--- config.mk ---
export PLATFORM = sky130hd
export DESIGN_NAME = pow_n_pipe_bp
export DESIGN_NICKNAME = d
export VERILOG_FILES = /design/src/rtl/pow_pipe_pkg.sv /design/src/rtl/pow_pipe_stage.sv /design/src/rtl/pow_n_pipe_bp.sv
export SDC_FILE = /design/constraint.sdc
export NUM_CORES = 1
export LEC_CHECK = 0
export ABC_CLOCK_PERIOD_IN_PS = 6600
export CAP_MARGIN = 0
export CORE_MARGIN = 4
export CORE_UTILIZATION = 50
export DETAILED_ROUTE_END_ITERATION = 8
export PLACE_DENSITY = 0.67
export SYNTH_ARGS = -nofsm -noshare
export SYNTH_HDL_FRONTEND = slang
export SYNTH_SLANG_ARGS = --single-unit
--- constraint.sdc ---
create_clock -name clk -period 6.6 [get_ports clk]
set_input_delay 1.98 -clock clk [delete_from_list [all_inputs] [get_ports clk]]
set_output_delay 1.98 -clock clk [all_outputs]
set_load 0.02 [all_outputs]
--- src/rtl/pow_pipe_pkg.sv ---
// Shared types and the single multiply step of the power pipeline.
// The step works on a fixed maximum width; callers zero-extend and take the low W bits.
package pow_pipe_pkg;

  localparam int POW_MODE_WRAP = 0;
  localparam int POW_MODE_SAT  = 1;
  localparam int POW_MAX_W     = 32;

  typedef logic [POW_MAX_W-1:0] pow_word_t;
  typedef logic [POW_MAX_W:0]   pow_step_t;

  // Returns {ovf_out, p}; p is confined to the low w bits, saturating to all-ones when asked.
  function automatic pow_step_t pow_mul_step(input pow_word_t   a,
                                             input pow_word_t   n,
                                             input logic        ovf_in,
                                             input logic        sat,
                                             input int unsigned w);
    logic [2*POW_MAX_W-1:0] prod;
    pow_word_t              mask;
    pow_word_t              p;
    logic                   ovf_out;
    prod    = {{POW_MAX_W{1'b0}}, a} * {{POW_MAX_W{1'b0}}, n};
    mask    = (w >= POW_MAX_W) ? '1 : pow_word_t'((64'd1 << w) - 64'd1);
    ovf_out = ovf_in | ((prod >> w) != '0);
    p       = prod[POW_MAX_W-1:0] & mask;
    if (sat && ovf_out) p = mask;
    return {ovf_out, p};
  endfunction

endpackage

--- src/rtl/pow_pipe_stage.sv ---
// One pipeline stage: computes power STAGE+1 from the previous partial power and n.
// Loads when i_adv (empty or downstream moving), otherwise holds valid and data.
module pow_pipe_stage
  import pow_pipe_pkg::*;
#(
  parameter int W        = 8,
  parameter int N_STAGES = 4,
  parameter int STAGE    = 1,
  parameter int SAT      = POW_MODE_WRAP
) (
  input  logic                  clk,
  input  logic                  rst,
  input  logic                  i_vld,
  input  logic                  i_adv,
  input  logic [W-1:0]          i_n,
  input  logic [W*N_STAGES-1:0] i_pw,
  input  logic [N_STAGES-1:0]   i_ovf,
  output logic                  o_vld,
  output logic [W-1:0]          o_n,
  output logic [W*N_STAGES-1:0] o_pw,
  output logic [N_STAGES-1:0]   o_ovf
);

  localparam int SLOT = STAGE - 1;

  logic                  r_vld;
  logic [W-1:0]          r_n;
  logic [W*N_STAGES-1:0] r_pw;
  logic [N_STAGES-1:0]   r_ovf;

  logic [W-1:0]          w_a;
  logic                  w_ovf_in;
  pow_step_t             w_step;
  logic                  w_unused_step;
  logic [W*N_STAGES-1:0] w_pw_nxt;
  logic [N_STAGES-1:0]   w_ovf_nxt;

  // The first stage squares n; later stages extend the previous power.
  generate
    if (STAGE == 1) begin : g_first
      assign w_a      = i_n;
      assign w_ovf_in = 1'b0;
    end else begin : g_next
      assign w_a      = i_pw[(SLOT-1)*W +: W];
      assign w_ovf_in = i_ovf[SLOT-1];
    end
  endgenerate

  assign w_step        = pow_mul_step(pow_word_t'(w_a), pow_word_t'(i_n), w_ovf_in,
                                      SAT == POW_MODE_SAT, W);
  assign w_unused_step = ^w_step;

  always_comb begin
    w_pw_nxt                 = i_pw;
    w_pw_nxt[SLOT*W +: W]    = w_step[W-1:0];
    w_ovf_nxt                = i_ovf;
    w_ovf_nxt[SLOT]          = w_step[POW_MAX_W];
  end

  always_ff @(posedge clk) begin
    if (rst) r_vld <= 1'b0;
    else if (i_adv) r_vld <= i_vld;
  end

  always_ff @(posedge clk) begin
    if (i_adv && i_vld) begin
      r_n   <= i_n;
      r_pw  <= w_pw_nxt;
      r_ovf <= w_ovf_nxt;
    end
  end

  assign o_vld = r_vld;
  assign o_n   = r_n;
  assign o_pw  = r_pw;
  assign o_ovf = r_ovf;

endmodule

--- src/rtl/pow_n_pipe_bp.sv ---
// Pipelined n^2..n^(N_STAGES+1) with sticky overflow; N_STAGES+1 cycles latency, 1/cycle.
// Valid/ready backpressure with bubble collapsing; in_rdy is combinational from out_rdy.
module pow_n_pipe_bp
  import pow_pipe_pkg::*;
#(
  parameter int W        = 8,
  parameter int N_STAGES = 4,
  parameter int SAT      = POW_MODE_WRAP
) (
  input  logic                  clk,
  input  logic                  rst,
  input  logic                  in_vld,
  output logic                  in_rdy,
  input  logic [W-1:0]          n,
  output logic                  out_vld,
  input  logic                  out_rdy,
  output logic [W*N_STAGES-1:0] res,
  output logic [N_STAGES-1:0]   ovf
);

  logic                  r_vld0;
  logic [W-1:0]          r_n0;

  logic [N_STAGES:0]     w_vld;
  logic [N_STAGES+1:0]   w_rdy;
  logic [W-1:0]          w_n   [0:N_STAGES];
  logic [W*N_STAGES-1:0] w_pw  [0:N_STAGES];
  logic [N_STAGES-1:0]   w_ovf [0:N_STAGES];
  logic                  w_unused_n;

  // Whole ready chain in one block: each stage accepts if empty or its successor accepts.
  always_comb begin
    w_rdy[N_STAGES+1] = out_rdy;
    for (int j = N_STAGES; j >= 0; j--) begin
      w_rdy[j] = !w_vld[j] || w_rdy[j+1];
    end
  end

  always_ff @(posedge clk) begin
    if (rst) r_vld0 <= 1'b0;
    else if (w_rdy[0]) r_vld0 <= in_vld;
  end

  always_ff @(posedge clk) begin
    if (w_rdy[0] && in_vld) r_n0 <= n;
  end

  assign w_vld[0] = r_vld0;
  assign w_n[0]   = r_n0;
  assign w_pw[0]  = '0;
  assign w_ovf[0] = '0;

  generate
    for (genvar j = 1; j <= N_STAGES; j++) begin : g_stage
      pow_pipe_stage #(
        .W        (W),
        .N_STAGES (N_STAGES),
        .STAGE    (j),
        .SAT      (SAT)
      ) u_stage (
        .clk   (clk),
        .rst   (rst),
        .i_vld (w_vld[j-1]),
        .i_adv (w_rdy[j]),
        .i_n   (w_n[j-1]),
        .i_pw  (w_pw[j-1]),
        .i_ovf (w_ovf[j-1]),
        .o_vld (w_vld[j]),
        .o_n   (w_n[j]),
        .o_pw  (w_pw[j]),
        .o_ovf (w_ovf[j])
      );
    end
  endgenerate

  assign w_unused_n = ^w_n[N_STAGES];

  assign in_rdy  = w_rdy[0];
  assign out_vld = w_vld[N_STAGES];
  assign res     = w_pw[N_STAGES];
  assign ovf     = w_ovf[N_STAGES];

endmodule

==> impl_results.md, run 1 <==
* Nets@finish at 1446
* Final hold viol count at 0
* CTS Root Cell: clkbuf_16
* Initial drt markers at 313
* CP arrival at 3840 ps
* Clock Skews at roughly 11 ps
* Number of flops mapped to enable cells by yosys at 109
* Max-Cap Viols at 0
* Placed instance area at 12300 um^2
* Antenna-violating nets left at 0
* Path type of the worst setup path: in -> out
* Max-slew violation count at 0
* Reg clk slew, reported paths at 60 ps
* Total GRT Usage at 18.3%
* Hpwl dp at 17100 um
* Yosys warns at 0
* 1st-pass router iterations at 7
* WL/cell at 15.0 um
* Post-synthesis adder-cell area fraction at 37.7%
* P&R area growth vs syn at 12.7%
* Initial antenna violation count at 0
* Critical Path Fanout Max at 6
* Die W at 159 um
* Worst slew pin tran at ~1100 ps
* Seq/Total Area, Yosys at 29.4%
* Top cells by area, synth: edfxtp_1, fa_1, ha_1, inv_1, and2_1
* IO Port Bufs at 48
* Synth Area in XOR/XNOR at 2.21%
* IO Count at 50
* Final period utilization at around 88%
* Post-synthesis instance total at 1101
* H-tree depth at 4
* Clock buffer depth at 2
* P_leak at 5.91 nW
* Crit-path max cell delay at 550 ps
* Clock Sinks at 114
* Util after Layout at between 50% and 60%
* Gr ovfl total at 0
* Total wire length at 22000 um
* Mean post-synth cell area at 10.4 um^2
* CP required at 4620 ps
* Synthesized area at 11500 um^2
* Status: finished clean
* Crit path cell chain: clkdlybuf4s50_1, nor2b_1, and3_1, nand3_1, clkdlybuf4s50_1
* Worst hold stages at 0
* Core area at about 23000 um^2
* Number of global-route vias before repair at 8007
* R2R depth at 13
* Most common cell type on the critical path: clkdlybuf4s50_1
* Starting density of the core at 50.7%
* Fin area at about 13000 um^2
* Num CTS Buffers at 17
* Num rows at 55
* Cell Count, Final, Fillers Out at 1464
* Slew HR at 26.4%
* Ant diodes at 0
* Die Height at roughly 160 um
* Routed vias/inst at 5.32
* RSZ-0062 raised after global routing: false
* Post-synthesis simple-gate area fraction at 15.2%
* RD Place Congestion at 0.879
* Ys async rst share at 0%
* HP Class: reg -> reg
* Main synth FF type: edfxtp_1
* Power Density at 291 nW/um^2
* Post-synthesis register bit count at 114
* Share of the synthesized area in the top cell type at 28.5%
* Endpoint class of the critical path: output port
* Setup violators final at 0
* Count of cell types in the netlist at 66
* Max Freq at about 170 MHz
* Worst setup SP type: input port
* Most frequent cell after synthesis: inv_1
* Setup TNS Final at 0 ps
* Post-route minimum period at 5820 ps
* Synth cell count leaders: inv_1, ha_1, fa_1
* Resize count post-CTS at 0
* Worst VDD drop at 0.191 mV
* Synth area leader: edfxtp_1
* Die area at 25400 um^2
* CTS Hold Bufs at 0
* CTS tree: built
* Largest net degree at the start of global routing at 33
* Post-CTS Setup Bufs at 0
* Layout cell share with drive strength beyond 1 at around 4.0%
* Mux contribution to synthesized area at 0.545%
* Largest family of logic cells by synthesized area: adder cells
* Vias at around 7800
* DRC Markers at 0
* Synth Area in Compound Gates at 7.50%
* Worst skew pair latency at about 420 ps
* Placed Cells at 1432
* Crit path max-delay cell type: clkdlybuf4s50_1
* First-pass GRT wire length at 38000 um
==> power breakdown <==
| group | leakage, nW | switching, mW | total (mW) | internal [mW] |
|---|---|---|---|---|
| sequential | 1.03 | 0.0574 | 0.899 | 0.842 |
| combinational | 4.58 | 1.09 | 1.92 | 0.830 |
| clock | 0.299 | 0.374 | 0.949 | 0.575 |
| total | 5.91 | 1.52 | 3.77 | 2.25 |
==> flip-flops by register name, indices dropped and copies added (netlist names) <==
register               flops
g_stage.u_stage.o_n       23
r_n0                       8
g_stage.u_stage.o_vld      4
r_vld0                     1
g_stage.u_stage.o_ovf     10
g_stage.u_stage.o_pw      68
==> metal layers <==
metal	global-route usage, %	share of wire [%]	up-vias	wire length, um
li1	-	-	3749	-
met1	22.3	43	3864	9550
met2	33.2	51	138	11300
met3	2.85	2.9	32	648
met4	5.72	2.4	0	522
met5	0	0	-	0
==> critical path: cells and delay by family <==
kind                   cells  cell delay (ps)
buffers and inverters      2              950
AND/OR/NAND/NOR            3              900
==> metrics by stage <==
stage / total power, mW / hold slack, ps / setup slack (ps)
after CTS: 3.80 / 416 / 769
final: 3.77 / 414 / 781
after floorplan: 2.44 / 400 / 1770
after global routing: 4.13 / 421 / 653
after global placement: 2.81 / 401 / 794
after detailed placement: 2.83 / 405 / 764
==> cell families after synthesis <==
family          count (synthesis)
other cells                     2
compound gates                127
simple gates                  334
buf+inv                       221
flops                         114
fa+ha+maj                     268
xor+xnor                       29
mux                             6
==> path summary, 6_finish.rpt <==
kind,start,end,slack (ps)
setup / recovery,out_rdy,in_rdy,780
setup reg to reg,g_stage[3].u_stage.o_pw[21],g_stage[4].u_stage.o_ovf[3],1680
hold / removal,g_stage[3].u_stage.o_pw[3],g_stage[4].u_stage.o_pw[3],410
hold reg to reg,g_stage[3].u_stage.o_pw[3],g_stage[4].u_stage.o_pw[3],410
==> layout by cell type (no fill, tap or decap), types with 6 or more instances in the layout <==
| cell | Yosys | layout |
|---|---|---|
| nor2_1 | 33 | 33 |
| edfxtp_1 | 109 | 109 |
| o21ai_0 | 13 | 13 |
| nand2b_1 | 7 | 7 |
| o211ai_1 | 6 | 6 |
| nor3_1 | 12 | 12 |
| and3_1 | 7 | 7 |
| a21oi_1 | 41 | 41 |
| a211oi_1 | 7 | 7 |
| nand3_1 | 12 | 12 |
| ha_1 | 138 | 138 |
| a21o_1 | 8 | 8 |
| o21a_1 | 6 | 6 |
| nor2b_1 | 9 | 7 |
| nand4_1 | 6 | 6 |
| xor2_1 | 8 | 8 |
| nand2_1 | 105 | 105 |
| clkbuf_16 | 0 | 17 |
| inv_1 | 213 | 213 |
| clkdlybuf4s50_1 | 0 | 48 |
| xnor2_1 | 21 | 21 |
| and2_1 | 125 | 125 |
| fa_1 | 130 | 130 |
| conb_1 | 2 | 6 |
==> final cells by class <==
type                    instances  area, um^2
clock buffers                  17         425
clock inverters                15         190
fillers                      1907        9710
inverters                     213         800
multi-input cells             770        7290
flip-flops and latches        114        3370
well taps                     285         357
repair buffers                 50         495
(Power assumes the default switching activity.)
==> inputs of run 2 (changes only) <==
CORE_MARGIN = 10   (was 4)
DONT_BUFFER_PORTS = 1   (was not set)
PLACE_DENSITY = 0.64   (was 0.67)
SYNTH_HIERARCHICAL = 1   (was not set)
==> impl_results.md, run 2 <==
* Status: finished clean
* Crit path max-delay cell type: edfxtp_1
* Critical Path Fanout Max at 9
* Synthesized area at 12000 um^2
* Min Hold Slack at 415 ps
* Most common cell type on the critical path: fa_1
* Fin area at 13000 um^2
* Cell Count, Final, Fillers Out at 1480
* DRC Markers at 0
* HP Class: reg -> reg
* Max-Cap Viols at 0
* Total power at 3.96 mW
* Initial antenna violation count at 0
* Power Density at around 310 nW/um^2
* Placed instance area at between 10000 and 15000 um^2
* Final period utilization at 71.4%
* Number of global-route vias before repair at between 7000 and 8000
* Mapped Nets at 1419
* Hpwl dp at 18200 um
* Endpoint class of the critical path: flop
* Die Height at 175 um
* CP arrival at 4870 ps
* Post-synthesis instance total at roughly 1100
* Die W at 175 um
* Clock Skews at 8.00 ps
* Final hold viol count at 0
* Most frequent cells in the layout: inv_1, ha_1, fa_1
* Delay-heaviest family, CP: adder cells
* Setup TNS Final at 0 ps
* Reg clk slew, reported paths at 60 ps
* First-pass GRT wire length at a little under 40000 um
* FF/Latch Area at between 3000 and 4000 um^2
* Worst slew pin tran at 963 ps
* RD Place Congestion at ~0.86
* Total wire length at 22900 um
* Core area at ~24000 um^2
* RSZ-0062 raised after global routing: false
* IO Port Bufs at 0
* Clock buffer depth at 2
* Crit-path max cell delay at 550 ps
* Path type of the worst setup path: reg -> reg
* Num rows at 56
* Clock Sinks at approximately 130
* H-tree depth at 4
* Placed Cells at 1448
* Max-slew violation count at 0
* Mean post-synth cell area at 10.5 um^2
* Max reg flops at 78
* CTS Hold Bufs at 0
* Starting density of the core at 51.0%
* Yosys warns at 6
* 1st-pass router iterations at 4
* Setup violators final at 0
* IO Count at 50
* Total GRT Usage at between 10% and 20%
* CP required at around 6800 ps
* Crit path cell chain: nand2_1, fa_1, fa_1, fa_1, inv_1, fa_1, ha_1, a21oi_1, nand2_1, o21ai_1, xor2_1, nand3_1, or4_1
* Ant diodes at 0
* Initial drt markers at 403
* Gr ovfl total at 0
* Antenna-violating nets left at 0
* Die area at 30600 um^2
* Post-CTS Setup Bufs at 0
* Commonest non-fill, non-tap cell in the layout: inv_1
* CTS Root Cell: clkbuf_16
* Multi-input logic area at 7440 um^2
* Util after Layout at 55.1%
* Slew HR at 35.8%
* Vias at 7748
* Placement Setup Slack at 1880 ps
* CTS tree: built
* WL/cell at between 15 and 20 um
* Worst VDD drop at ~0.31 mV
* Fillers at ~2100
* Post-route minimum period at between 4000 and 5000 ps
* P&R area growth vs syn at 8.12%
* Layout cell share with drive strength beyond 1 at 4.74%
* Routed vias/inst at approximately 5.2
* Worst skew pair latency at between 400 and 500 ps
* Worst Path Buf+Inv at 1
* P_leak at 5.80 nW
* Worst setup SP type: flop
* Worst setup margin at 1880 ps
* Largest net degree at the start of global routing at 38
* Resize count post-CTS at 0
* Max Freq at 212 MHz
* Num CTS Buffers at 17
* Nets@finish at 1430
==> run 2: cell count changes in the layout (fill, tap and decap cells not counted), sizes merged, moves of 5 or more <==
cell           delta
nor3b             +7
nor3              -7
edfxtp           +11
xnor2             +9
nand2            +17
o21ai            +12
a21oi             +8
conb              -5
clkdlybuf4s50    -48
nor2              +6
and2              -6
==> run 2: final cells by class <==
type,instances,share of cell area (%)
clock buffer,18,3.31
tap,319,3.08
sequential,125,28.6
multi-input combinational,788,57.4
clock inverter,14,1.42
timing repair buffer,1,0.0579
inverter,215,6.22
==> run 2: metal layers <==
layer  vias to the layer above  global-route usage [%]  share of wire [%]
li1                       3758                       -                  -
met4                         0                    4.38                1.5
met2                       164                    25.4                 48
met5                         -                       0                  0
met3                        25                    3.38                4.7
met1                      3801                    20.7                 46
==> run 2: final timing paths <==
| kind | slack [ps] | start | cells past startpoint | to |
|---|---|---|---|---|
| worst max register to register | 1880 | g_stage[1].u_stage/o_pw[2] | 13 | g_stage[2].u_stage/o_ovf[1] |
| worst min register to register | 410 | g_stage[3].u_stage/o_pw[9] | 0 | g_stage[4].u_stage/o_pw[9] |
| worst max-delay path | 1880 | g_stage[1].u_stage/o_pw[2] | 13 | g_stage[2].u_stage/o_ovf[1] |
| worst min-delay path | 410 | g_stage[3].u_stage/o_pw[9] | 0 | g_stage[4].u_stage/o_pw[9] |
==> run 2: where the power goes <==
group          internal (mW)  total (mW)  switching, mW
Sequential             0.918       0.974         0.0554
Combinational          0.875        2.01           1.14
Clock                  0.603       0.969          0.366
Total                   2.40        3.96           1.56
